$ cat src/rtl/slow_clock_monitor.sv
// Receives the divided slow clock, resynchronises it into the CLK domain and
// reports its edges, period, high time, rate changes and stall condition.
module slow_clock_monitor #(
  parameter int SYNC_STAGES = 2,
  parameter int CNT_W       = 32,
  parameter int TIMEOUT     = 200000000
) (
  input  logic             CLK,
  input  logic             CPU_RESETN,
  input  logic             SCLK_IN,
  output logic             step_rise,
  output logic             step_fall,
  output logic [CNT_W-1:0] period,
  output logic [CNT_W-1:0] high_time,
  output logic             period_valid,
  output logic             period_change,
  output logic             stalled,
  output logic             LED16_G
);

  typedef enum logic [1:0] {
    WAIT_FIRST,
    MEASURING,
    LOCKED,
    STALLED
  } state_t;

  localparam logic [CNT_W-1:0] TIMEOUT_C  = CNT_W'(TIMEOUT);
  localparam logic [CNT_W-1:0] TIMEOUT_M1 = CNT_W'(TIMEOUT - 1);

  state_t state, state_nxt;

  logic [SYNC_STAGES-1:0] sync_q;
  logic                   hist_q;
  logic                   rise;
  logic                   fall;
  logic                   timeout_hit;

  logic [CNT_W-1:0] cnt_q;
  logic [CNT_W-1:0] cnt_plus1;
  logic             rise_seen_q;

  logic latch_period;
  logic check_change;
  logic enter_stall;

  // The generator idles high, so the chain comes out of reset already high
  // and a steady-high SCLK_IN yields no spurious edge on release.
  // NOTE: sequential state is always written with non-blocking assignments so
  // every flop samples the pre-edge value of its neighbours.
  always_ff @(posedge CLK or negedge CPU_RESETN) begin
    if (!CPU_RESETN) begin
      sync_q <= '1;
      hist_q <= 1'b1;
    end else begin
      sync_q <= {sync_q[SYNC_STAGES-2:0], SCLK_IN};
      hist_q <= sync_q[SYNC_STAGES-1];
    end
  end

  assign rise = sync_q[SYNC_STAGES-1] & ~hist_q;
  assign fall = ~sync_q[SYNC_STAGES-1] & hist_q;

  // An edge arriving on the cycle the count would reach TIMEOUT wins over the stall.
  assign timeout_hit = !rise && (cnt_q >= TIMEOUT_M1);
  assign cnt_plus1   = (cnt_q == '1) ? cnt_q : cnt_q + CNT_W'(1);

  // State register
  always_ff @(posedge CLK or negedge CPU_RESETN) begin
    if (!CPU_RESETN) begin
      state <= WAIT_FIRST;
    end else begin
      state <= state_nxt;
    end
  end

  // Next-state logic
  // NOTE: every combinational output gets a default first, so no path can
  // leave it unassigned and infer a latch.
  always_comb begin
    state_nxt = state;
    case (state)
      WAIT_FIRST: begin
        if (rise)             state_nxt = MEASURING;
        else if (timeout_hit) state_nxt = STALLED;
      end
      MEASURING: begin
        if (rise)             state_nxt = LOCKED;
        else if (timeout_hit) state_nxt = STALLED;
      end
      LOCKED: begin
        if (timeout_hit)      state_nxt = STALLED;
      end
      STALLED: begin
        if (rise)             state_nxt = MEASURING;
      end
      default:                state_nxt = WAIT_FIRST;
    endcase
  end

  // Output and datapath-control decode
  always_comb begin
    latch_period = 1'b0;
    check_change = 1'b0;
    enter_stall  = 1'b0;
    stalled      = 1'b0;
    period_valid = 1'b0;
    case (state)
      WAIT_FIRST: begin
        enter_stall = timeout_hit;
      end
      MEASURING: begin
        latch_period = rise;
        enter_stall  = timeout_hit;
      end
      LOCKED: begin
        latch_period = rise;
        check_change = rise;
        enter_stall  = timeout_hit;
        period_valid = 1'b1;
      end
      STALLED: begin
        stalled = 1'b1;
      end
      default: begin
        stalled = 1'b0;
      end
    endcase
  end

  // Cycle counter: restarts on each rise and parks at TIMEOUT.
  always_ff @(posedge CLK or negedge CPU_RESETN) begin
    if (!CPU_RESETN) begin
      cnt_q <= '0;
    end else if (rise) begin
      cnt_q <= '0;
    end else if (cnt_q < TIMEOUT_C) begin
      cnt_q <= cnt_q + CNT_W'(1);
    end
  end

  // A high time only means something once a rise has started the count.
  always_ff @(posedge CLK or negedge CPU_RESETN) begin
    if (!CPU_RESETN) begin
      rise_seen_q <= 1'b0;
    end else if (rise) begin
      rise_seen_q <= 1'b1;
    end else if (enter_stall) begin
      rise_seen_q <= 1'b0;
    end
  end

  always_ff @(posedge CLK or negedge CPU_RESETN) begin
    if (!CPU_RESETN) begin
      period        <= '0;
      high_time     <= '0;
      period_change <= 1'b0;
    end else begin
      period_change <= check_change && (cnt_plus1 != period);
      if (latch_period) begin
        period <= cnt_plus1;
      end
      if (fall && rise_seen_q) begin
        high_time <= cnt_plus1;
      end
    end
  end

  always_ff @(posedge CLK or negedge CPU_RESETN) begin
    if (!CPU_RESETN) begin
      step_rise <= 1'b0;
      step_fall <= 1'b0;
      LED16_G   <= 1'b0;
    end else begin
      step_rise <= rise;
      step_fall <= fall;
      LED16_G   <= LED16_G ^ rise;
    end
  end

endmodule
$ cat config.mk
export PLATFORM = sky130hd
export DESIGN_NAME = slow_clock_monitor
export DESIGN_NICKNAME = d
export VERILOG_FILES = /design/src/rtl/slow_clock_monitor.sv
export SDC_FILE = /design/constraint.sdc
export NUM_CORES = 1
export LEC_CHECK = 0
export CORE_ASPECT_RATIO = 0.8
export CORE_MARGIN = 3
export CORE_UTILIZATION = 60
export DETAILED_ROUTE_END_ITERATION = 8
export MAX_ROUTING_LAYER = met4
export PLACE_DENSITY = 0.88
export SETUP_SLACK_MARGIN = 0.2
export SLEW_MARGIN = 20
export SYNTH_ARGS = -nofsm -noshare
export SYNTH_HDL_FRONTEND = slang
export SYNTH_SLANG_ARGS = --single-unit
$ cat constraint.sdc
create_clock -name CLK -period 6.95 [get_ports CLK]
set_input_delay 0.695 -clock CLK [delete_from_list [all_inputs] [get_ports CLK]]
set_output_delay 0.695 -clock CLK [all_outputs]
set_load 0.05 [all_outputs]
# Word level (Yosys, flattened, before mapping)
# Index checks and enable logic that the tools add are counted.
[word_totals] out_inout_bits=70 ramBits=0 register_bits=106 inputBits=3 rom_bits=0 wordCells=49 n_memories=0 latch_bits=0
[classes] div_mod_pow=0 bitwise=5 reduce_logical=9 shift=0 n_lt_le_gt_ge=2 addsub=1 n_mul=0 n_mux=15 eq_ne=6
[ops] operator="32-bit 2-to-1 mux" count=3
[ops] operator="32-bit by 1-bit adder with 32-bit output, second input constant" count=1
[ops] operator="32-bit equality test, second input constant" count=1
[ops] operator="32-bit by 28-bit greater-or-equal comparator with 1-bit output, second input constant" count=1
[ops] operator="32-bit by 28-bit < comparator with 1-bit output, second input constant" count=1
[ops] operator="32-bit != test" count=1
[ops] operator="2-bit 2-to-1 mux" count=4
[ops] operator="2-bit case mux with 4 select lines" count=1
[ops] operator="1-bit 2-to-1 mux" count=7
[ops] operator="2-bit equality test, second input constant" count=2
[ops] operator="2-bit nonzero test" count=2
[ops] operator="1-bit logical AND" count=3
[ops] operator="3-bit OR reduction" count=1
[ops] operator="1-bit AND" count=2
[ops] operator="2-bit by 1-bit equality test with 1-bit output, second input constant" count=1
[ops] operator="2-bit logical NOT" count=1
[ops] operator="2-bit != test, second input constant" count=1
[ops] operator="1-bit NOT" count=2
[ops] operator="2-bit OR reduction" count=1
[ops] operator="1-bit logical NOT" count=1
[ops] operator="1-bit bitwise XOR" count=1

# Depth between registers and ports, before layout
# Gate-level depths: netlist of run 1.
[logic_depth] ltp_word=7 depth_mapped=11 mapped_depth_nobuf=9

# Least setup slack after synthesis of run 1
# No wires, ideal clock.
[synth_timing] path_kind="reg-to-reg" from="register cnt_q[0]" to="register period_change" required_ns=6.821 path_stages_with_launch=11 synth_period_minus_slack_ns=3.197 setup_time_ns=0.129 n_path_buf=1 setup_slack_ns=3.753 arrival_ns=3.068 cell_sequence="dfrtp_1 > ha_1 > and3_1 > buf_2 > nand3_1 > or4_1 > mux2i_1 > a221o_1 > or4_1 > nor4_2 > a21oi_1"
[synth_between] elab_chain_len=4 word_cells_on_any_way=5 classes_between="1 x add/sub; 2 x eq/ne; 1 x mux; 1 x reduce/logical"
[synth_rtl] item="start, declared" line_no="39" source="logic [CNT_W-1:0] cnt_q;"
[synth_rtl] item="start signal, assigned" line_no="138" source="cnt_q <= cnt_q + CNT_W'(1);"
[synth_rtl] item="32-bit by 1-bit adder with 32-bit output or 32-bit equality test (tied branches)" line_no="66" source="assign cnt_plus1 = (cnt_q == '1) ? cnt_q : cnt_q + CNT_W'(1);"
[synth_rtl] item="32-bit 2-to-1 mux *" line_no="66"
[synth_rtl] item="32-bit != test *" line_no="159" source="period_change <= check_change && (cnt_plus1 != period);"
[synth_rtl] item="1-bit logical AND *" line_no="159"
[synth_rtl] item="end signal, assigned" line_no="159"
[synth_rtl] item="end, declared" line_no="16" source="output logic period_change,"
# Every way passes the cells marked *; elsewhere a longest branch is shown, timed or not.
# A chain may end at the register's enable or synchronous reset.

# Final worst setup path of run 1
# Ends and elaborated chain as after synthesis.

==> results of run 1 <==
## worst min path at each step
stage	endpoint	from	slack, ns
global placement	sync_q[1]	sync_q[0]	0.35
detailed placement	sync_q[1]	sync_q[0]	0.35
floorplan	sync_q[1]	sync_q[0]	0.35
CTS	sync_q[1]	sync_q[0]	0.36
global route	sync_q[1]	sync_q[0]	0.37
finish	step_rise	CPU_RESETN	0.36
## power groups by stage
| stage | registers, W | logic (W) | clock network [W] |
|---|---|---|---|
| 2_1_floorplan | 0.000784 | 0.000192 | 0 |
| 3_3_place_gp | 0.000710 | 0.000376 | 0 |
| 3_5_place_dp | 0.000715 | 0.000397 | 0 |
| 4_1_cts | 0.000704 | 0.000400 | 0.000505 |
| 5_1_grt | 0.000713 | 0.000427 | 0.000530 |
| 6_report | 0.000706 | 0.000405 | 0.000502 |
## routing by layer
metal | vias up | global-route usage | routed length, µm | share of wire
met5 | - | - | 0 | 0
met4 | 0 | 0.0984 | 468 | 0.026
met3 | 43 | 0.0814 | 1560 | 0.087
met2 | 275 | 0.534 | 8420 | 0.47
met1 | 2610 | 0.465 | 7520 | 0.42
li1 | 2409 | - | - | -
## layout make-up
| class | count | area [µm²] | share of cell area |
|---|---|---|---|
| multi-input combinational | 497 | 2970 | 0.432 |
| sequential | 106 | 2660 | 0.386 |
| tap | 115 | 144 | 0.0209 |
| clock buffer | 11 | 243 | 0.0353 |
| timing repair buffer | 77 | 756 | 0.110 |
| clock inverter | 5 | 42.5 | 0.00619 |
| inverter | 16 | 60.1 | 0.00874 |
## layout by cell type, fill, tap and decap left out, drive strengths merged, types with 2 or more instances in the layout
cell | synthesis | layout
o21a | 2 | 2
nor2b | 8 | 8
nand3b | 2 | 2
clkdlybuf4s50 | 0 | 71
nand3 | 15 | 15
xor2 | 19 | 19
and4 | 6 | 6
a22oi | 3 | 3
or4 | 15 | 15
nor4 | 13 | 13
nand2 | 105 | 105
a211o | 4 | 4
ha | 5 | 5
a21oi | 18 | 18
a221o | 2 | 2
o21ai | 78 | 78
o22ai | 3 | 3
xnor2 | 33 | 33
nor3 | 16 | 16
nand2b | 4 | 4
dfstp | 3 | 3
clkbuf | 29 | 11
and2 | 9 | 9
o2111ai | 2 | 2
inv | 15 | 20
nand4 | 19 | 19
dfrtp | 103 | 103
nor3b | 4 | 4
o211ai | 2 | 2
nor2 | 57 | 57
mux2 | 2 | 2
and3 | 11 | 11
buf | 15 | 6
o32ai | 2 | 2
mux2i | 4 | 4
xnor3 | 3 | 3
or2 | 2 | 2
or3 | 10 | 10
## registers in the layout (all words and copies together) (netlist names)
signal,flops
period_change,1
step_fall,1
step_rise,1
cnt_q,32
period,32
state,2
high_time,32
hist_q,1
LED16_G,1
sync_q,2
rise_seen_q,1
## cell families (layout without fill, tap and decap cells)
kind of cell | count (synthesis) | count (layout)
fa+ha+maj | 5 | 5
flops | 106 | 106
buf+inv | 60 | 109
mux | 7 | 7
compound gates | 129 | 129
xor+xnor | 55 | 55
simple gates | 301 | 301
## metrics by stage
| step | total power (W) | util | instances | hold slack, ns |
|---|---|---|---|---|
| 2_1_floorplan | 0.000976 | - | 663 | 0.345 |
| 3_3_place_gp | 0.00109 | 0.708 | 811 | 0.346 |
| 3_5_place_dp | 0.00111 | 0.708 | 811 | 0.347 |
| 4_1_cts | 0.00161 | 0.738 | 827 | 0.365 |
| 5_1_grt | 0.00167 | 0.738 | 827 | 0.372 |
| 6_report | 0.00161 | 0.738 | 827 | 0.363 |
==> impl_metrics.csv, run 1 <==
group,metric,value,unit
run_status,outcome,"complete, no violations",
critical_path,crit_start,"cnt_q[0]",
critical_path,cp-end-kind,"register",
detailed_routing,first_pass_iters,5,
cells_and_area,drive_above_1_share,0.0562,
cts,postCtsSetupBuffers,0,
critical_path,cp.required,7.19,ns
critical_path,crit_fanout,10,
global_routing,grt_overflow,0,
timing,rsz0062_at_grt,"false",
synth,synth_top_family_by_area,"simple AND/OR/NAND/NOR gates",
detailed_routing,route.detailed.drc,0,
detailed_routing,wl_per_cell,21.7,µm
cts,cts_resized,0,
timing,fin_worst_skew,0.00839,ns
synth,synth_xor_area_frac,0.0901,
floorplan,rows,31,
timing,finalSetupTns,0,ns
synth,synth_top_area_share,0.438,
place,pre_cts_slack,3.33,ns
synth,async_flop_share,1.00,
cts,clkTransAtPathRegs,0.07,ns
floorplan,dieArea,11000,µm²
synth,syn_nets,671,
synth,syn_avg_cell_area,8.88,µm²
cts,cts_buffers,9,
power,clkPwrFrac,0.311,
cts,clockRootBuffer,"clkbuf_16",
timing,setup_viol,0,
synth,syn_area,5890,µm²
critical_path,crit_type,"register to register",
synth,seq_area_frac_synth,0.451,
timing,drv_slew,0,
timing,postLayoutSetupSlackWorst,3.26,ns
cells_and_area,area_delta_synth_final,16.7,%
synth,synthMuxAreaShare,0.0145,
detailed_routing,viasPerCell,6.45,
critical_path,worst-path-buf-inv,0,
cts,ctsHoldBuffers,0,
global_routing,grt_pass1_wl,28200,µm
synth,synthesis.instances,663,
timing,layout_min_cycle_time,3.69,ns
critical_path,crit_chain,"ha_1 -> and3_1 -> nand3_1 -> or4_1 -> mux2i_1 -> a221o_1 -> or4_1 -> nor4_2 -> a21oi_1",
timing,hold_viol,0,
critical_path,start_kind,"register",
synth,yosys.cell_count.top_type,"nand2_1",
detailed_routing,route.vias.total,5337,
place,place_area,6590,µm²
synth,ys_ff_latch,106,
place,port_buffers,72,
timing,maxSlewHeadroom,0.325,
critical_path,r2r_cells,9,
timing,worstMarginPinSlew,1.01,ns
power,p_int,0.00105,W
cells_and_area,finalNetCount,715,
place,dp_hpwl,13100,µm
power,switching_share,0.351,
critical_path,worstPathArrival,3.93,ns
critical_path,cp_top_family,"simple AND/OR/NAND/NOR gates",
floorplan,die_y,94.6,µm
synth,synth_fa_ha_area_frac,0.0106,
cts,insertion_delay,0.35,ns
timing,max_freq,271,MHz
global_routing,grtUsageTotal,0.347,
synth,yosysWarnings,0,
critical_path,r2r_slack,3.26,ns
floorplan,coreArea,9310,µm²
place,gp_congestion,1.03,
timing,finalCritPeriodShare,0.531,
flow_run,maxCapViolCount,0,
global_routing,antenna_found_initial,0,
floorplan,initial_utilization,0.632,
synth,synth-simple-area-share,0.259,
critical_path,rr_endpoint,"period_change",
cells_and_area,design_area,6870,µm²
power,power.share.combinational,0.251,
synth,synth_common_cells,"105 x nand2_1, 103 x dfrtp_1, 77 x o21ai_0, 57 x nor2_1, 32 x xnor2_1",
cts,tritoncts,"done",
detailed_routing,wirelength,18000,µm
floorplan,die_width,117,µm
cells_and_area,n_fill_cell,650,
cells_and_area,n_antenna_cell,0,
critical_path,crit_path_frequent_cell,"or4_1",
cts,cts_sinks,106,
worst_hold_path,min_path_type,"input port to async pin",
power,power.leakage,2.81,nW
global_routing,grt_start_max_net_pins,65,
cts,h-tree-depth,3,
critical_path,endpoint,"period_change",
global_routing,grt_pass1_vias,5186,
critical_path,slowest_stage,"or4_1",
cts,clk_path_buf_depth,2,
synth,synth_edf_count,0,
floorplan,io_pins,73,
power,p_seq_frac,0.438,
critical_path,r2r-start,"cnt_q[0]",
detailed_routing,drt_iter0_markers,463,
critical_path,cp_num_cells,9,
synth,synthFlopType,"dfrtp_1",
power,powerDensity,235,nW/µm²
power,switching_power,0.000566,W
detailed_routing,drtAntennaViolNets,0,
power,peakVddDrop,0.292,mV
synth,synth_compound_gate_area_share,0.129,
synth,synth_area_leaders,"dfrtp_1 44%, nand2_1 6.7%, o21ai_0 6.5%",
synth,synthDistinctLibCells,66,
critical_path,critPathMaxStageDelay,0.74,ns
synth,synth_top_cell_by_area,"dfrtp_1",
(Power assumes the default switching activity.)
==> inputs of run 2 (changes only) <==
CORE_UTILIZATION = 56   (was 60)
PLACE_DENSITY = 0.83   (was 0.88)
clock period = 3.75 ns   (was 6.95 ns; I/O delays follow)
==> impl_metrics.csv, run 2 (synthesis results as in run 1) <==
group,metric,value,unit
run_status,outcome,"complete, no violations",
cts,cts_sinks,106,
timing,hold_slack,0.172,ns
cells_and_area,reg_top3,"cnt_q (32), high_time (32), period (32)",
detailed_routing,route.vias.total,5293,
floorplan,io_pins,73,
global_routing,grt_pass1_vias,5055,
global_routing,antenna_found_initial,0,
cts,clkTransAtPathRegs,0.08,ns
place,place_area,6690,µm²
detailed_routing,drtAntennaViolNets,0,
critical_path,worstPathArrival,3.59,ns
critical_path,crit_type,"register to register",
power,power.leakage,2.84,nW
cells_and_area,n_antenna_cell,0,
global_routing,grtUsageTotal,0.314,
place,port_buffers,72,
cells_and_area,design_area,6980,µm²
cells_and_area,multiInputGateArea,2970,µm²
power,powerDensity,421,nW/µm²
critical_path,r2r_cells,10,
cells_and_area,layout_common_cells,"104 x nand2_1, 98 x dfrtp_1, 77 x o21ai_0",
timing,layout_min_cycle_time,3.36,ns
cts,clockRootBuffer,"clkbuf_16",
critical_path,start_kind,"register",
worst_hold_path,min_path_type,"input port to async pin",
timing,drv_slew,0,
cts,clk_path_buf_depth,2,
cts,h-tree-depth,3,
power,total_power,0.00294,W
cells_and_area,finalNetCount,724,
cells_and_area,final_common_cell,"nand2_1",
cts,insertion_delay,0.35,ns
critical_path,r2r_slack,0.39,ns
timing,fin_worst_skew,0.00974,ns
global_routing,grt_start_max_net_pins,78,
timing,finalSetupTns,0,ns
cells_and_area,n_fill_cell,787,
floorplan,die_width,121,µm
place,dp_hpwl,13100,µm
detailed_routing,wl_per_cell,20.5,µm
detailed_routing,first_pass_iters,5,
detailed_routing,wirelength,17600,µm
cts,postCtsSetupBuffers,0,
place,gp_congestion,0.993,
timing,hold_viol,0,
floorplan,dieArea,11800,µm²
critical_path,crit_fanout,9,
cts,cts_buffers,9,
timing,setup_viol,0,
timing,max_freq,297,MHz
cts,ctsHoldBuffers,0,
global_routing,grt_pass1_wl,28000,µm
timing,worstMarginPinSlew,0.993,ns
flow_run,maxCapViolCount,0,
detailed_routing,drt_iter0_markers,510,
cells_and_area,drive_above_1_share,0.0721,
critical_path,cp.required,3.98,ns
cells_and_area,seqCellArea,2660,µm²
floorplan,rows,32,
critical_path,cp-end-kind,"register",
cells_and_area,area_delta_synth_final,18.5,%
floorplan,die_y,97.7,µm
cts,cts_resized,0,
timing,maxSlewHeadroom,0.338,
power,peakVddDrop,0.508,mV
detailed_routing,route.detailed.drc,0,
timing,rsz0062_at_grt,"false",
floorplan,coreArea,9930,µm²
cts,tritoncts,"done",
timing,finalCritPeriodShare,0.897,
detailed_routing,viasPerCell,6.18,
floorplan,initial_utilization,0.593,
global_routing,grt_overflow,0,
## run 2: cell types whose count changed in the layout (fill, tap and decap cells not counted), sizes merged
cell    previous run  this run
clkbuf            11        12
clkinv             1         3
buf                6        15
inv               20        17
## run 2: layout make-up
cell class              count  share of cell area
inverters                  16             0.00861
flip-flops and latches    106               0.382
clock inverters             4             0.00538
multi-input cells         497               0.426
well taps                 136              0.0244
repair buffers             86               0.120
clock buffers              12              0.0339
## run 2: routing by layer
layer	track usage	up-vias	part of all wire
met5	-	-	0
met4	0.0828	0	0.024
met3	0.0547	39	0.085
met2	0.478	268	0.46
met1	0.440	2559	0.43
li1	-	2427	-
## run 2: power breakdown
group	switching, W	internal [W]	total, W
sequential	0.0000899	0.00122	0.00131
clock	0.000435	0.000462	0.000897
combinational	0.000490	0.000246	0.000735
total	0.00102	0.00192	0.00294
## run 2: worst paths after layout
kind	startpoint	to
worst min register to register	sync_q[0]	sync_q[1]
min in group CLK	sync_q[0]	sync_q[1]
worst max-delay path	cnt_q[1]	period_change
worst min-delay path	CPU_RESETN	cnt_q[28]
worst max register to register	cnt_q[1]	period_change
max in group asynchronous	CPU_RESETN	cnt_q[10]
## run 2: per-stage QoR
step	setup slack [ns]	utilization	cells
after CTS	0.335	0.702	857
after global placement	0.498	0.674	841
final	0.386	0.703	857
after floorplan	0.553	-	663
after global routing	0.205	0.703	857
after detailed placement	0.350	0.674	841
## run 2: critical path: stages, from the launching register on
cell and delay [ns]:
dfrtp_1 0.44, ha_2 0.28, and3_1 0.26, nand3_1 0.17, buf_4 0.21, or4_1 0.68, and4_4 0.26, a211o_1 0.26
a211o_1 0.29, nor4_2 0.30, a21oi_1 0.10
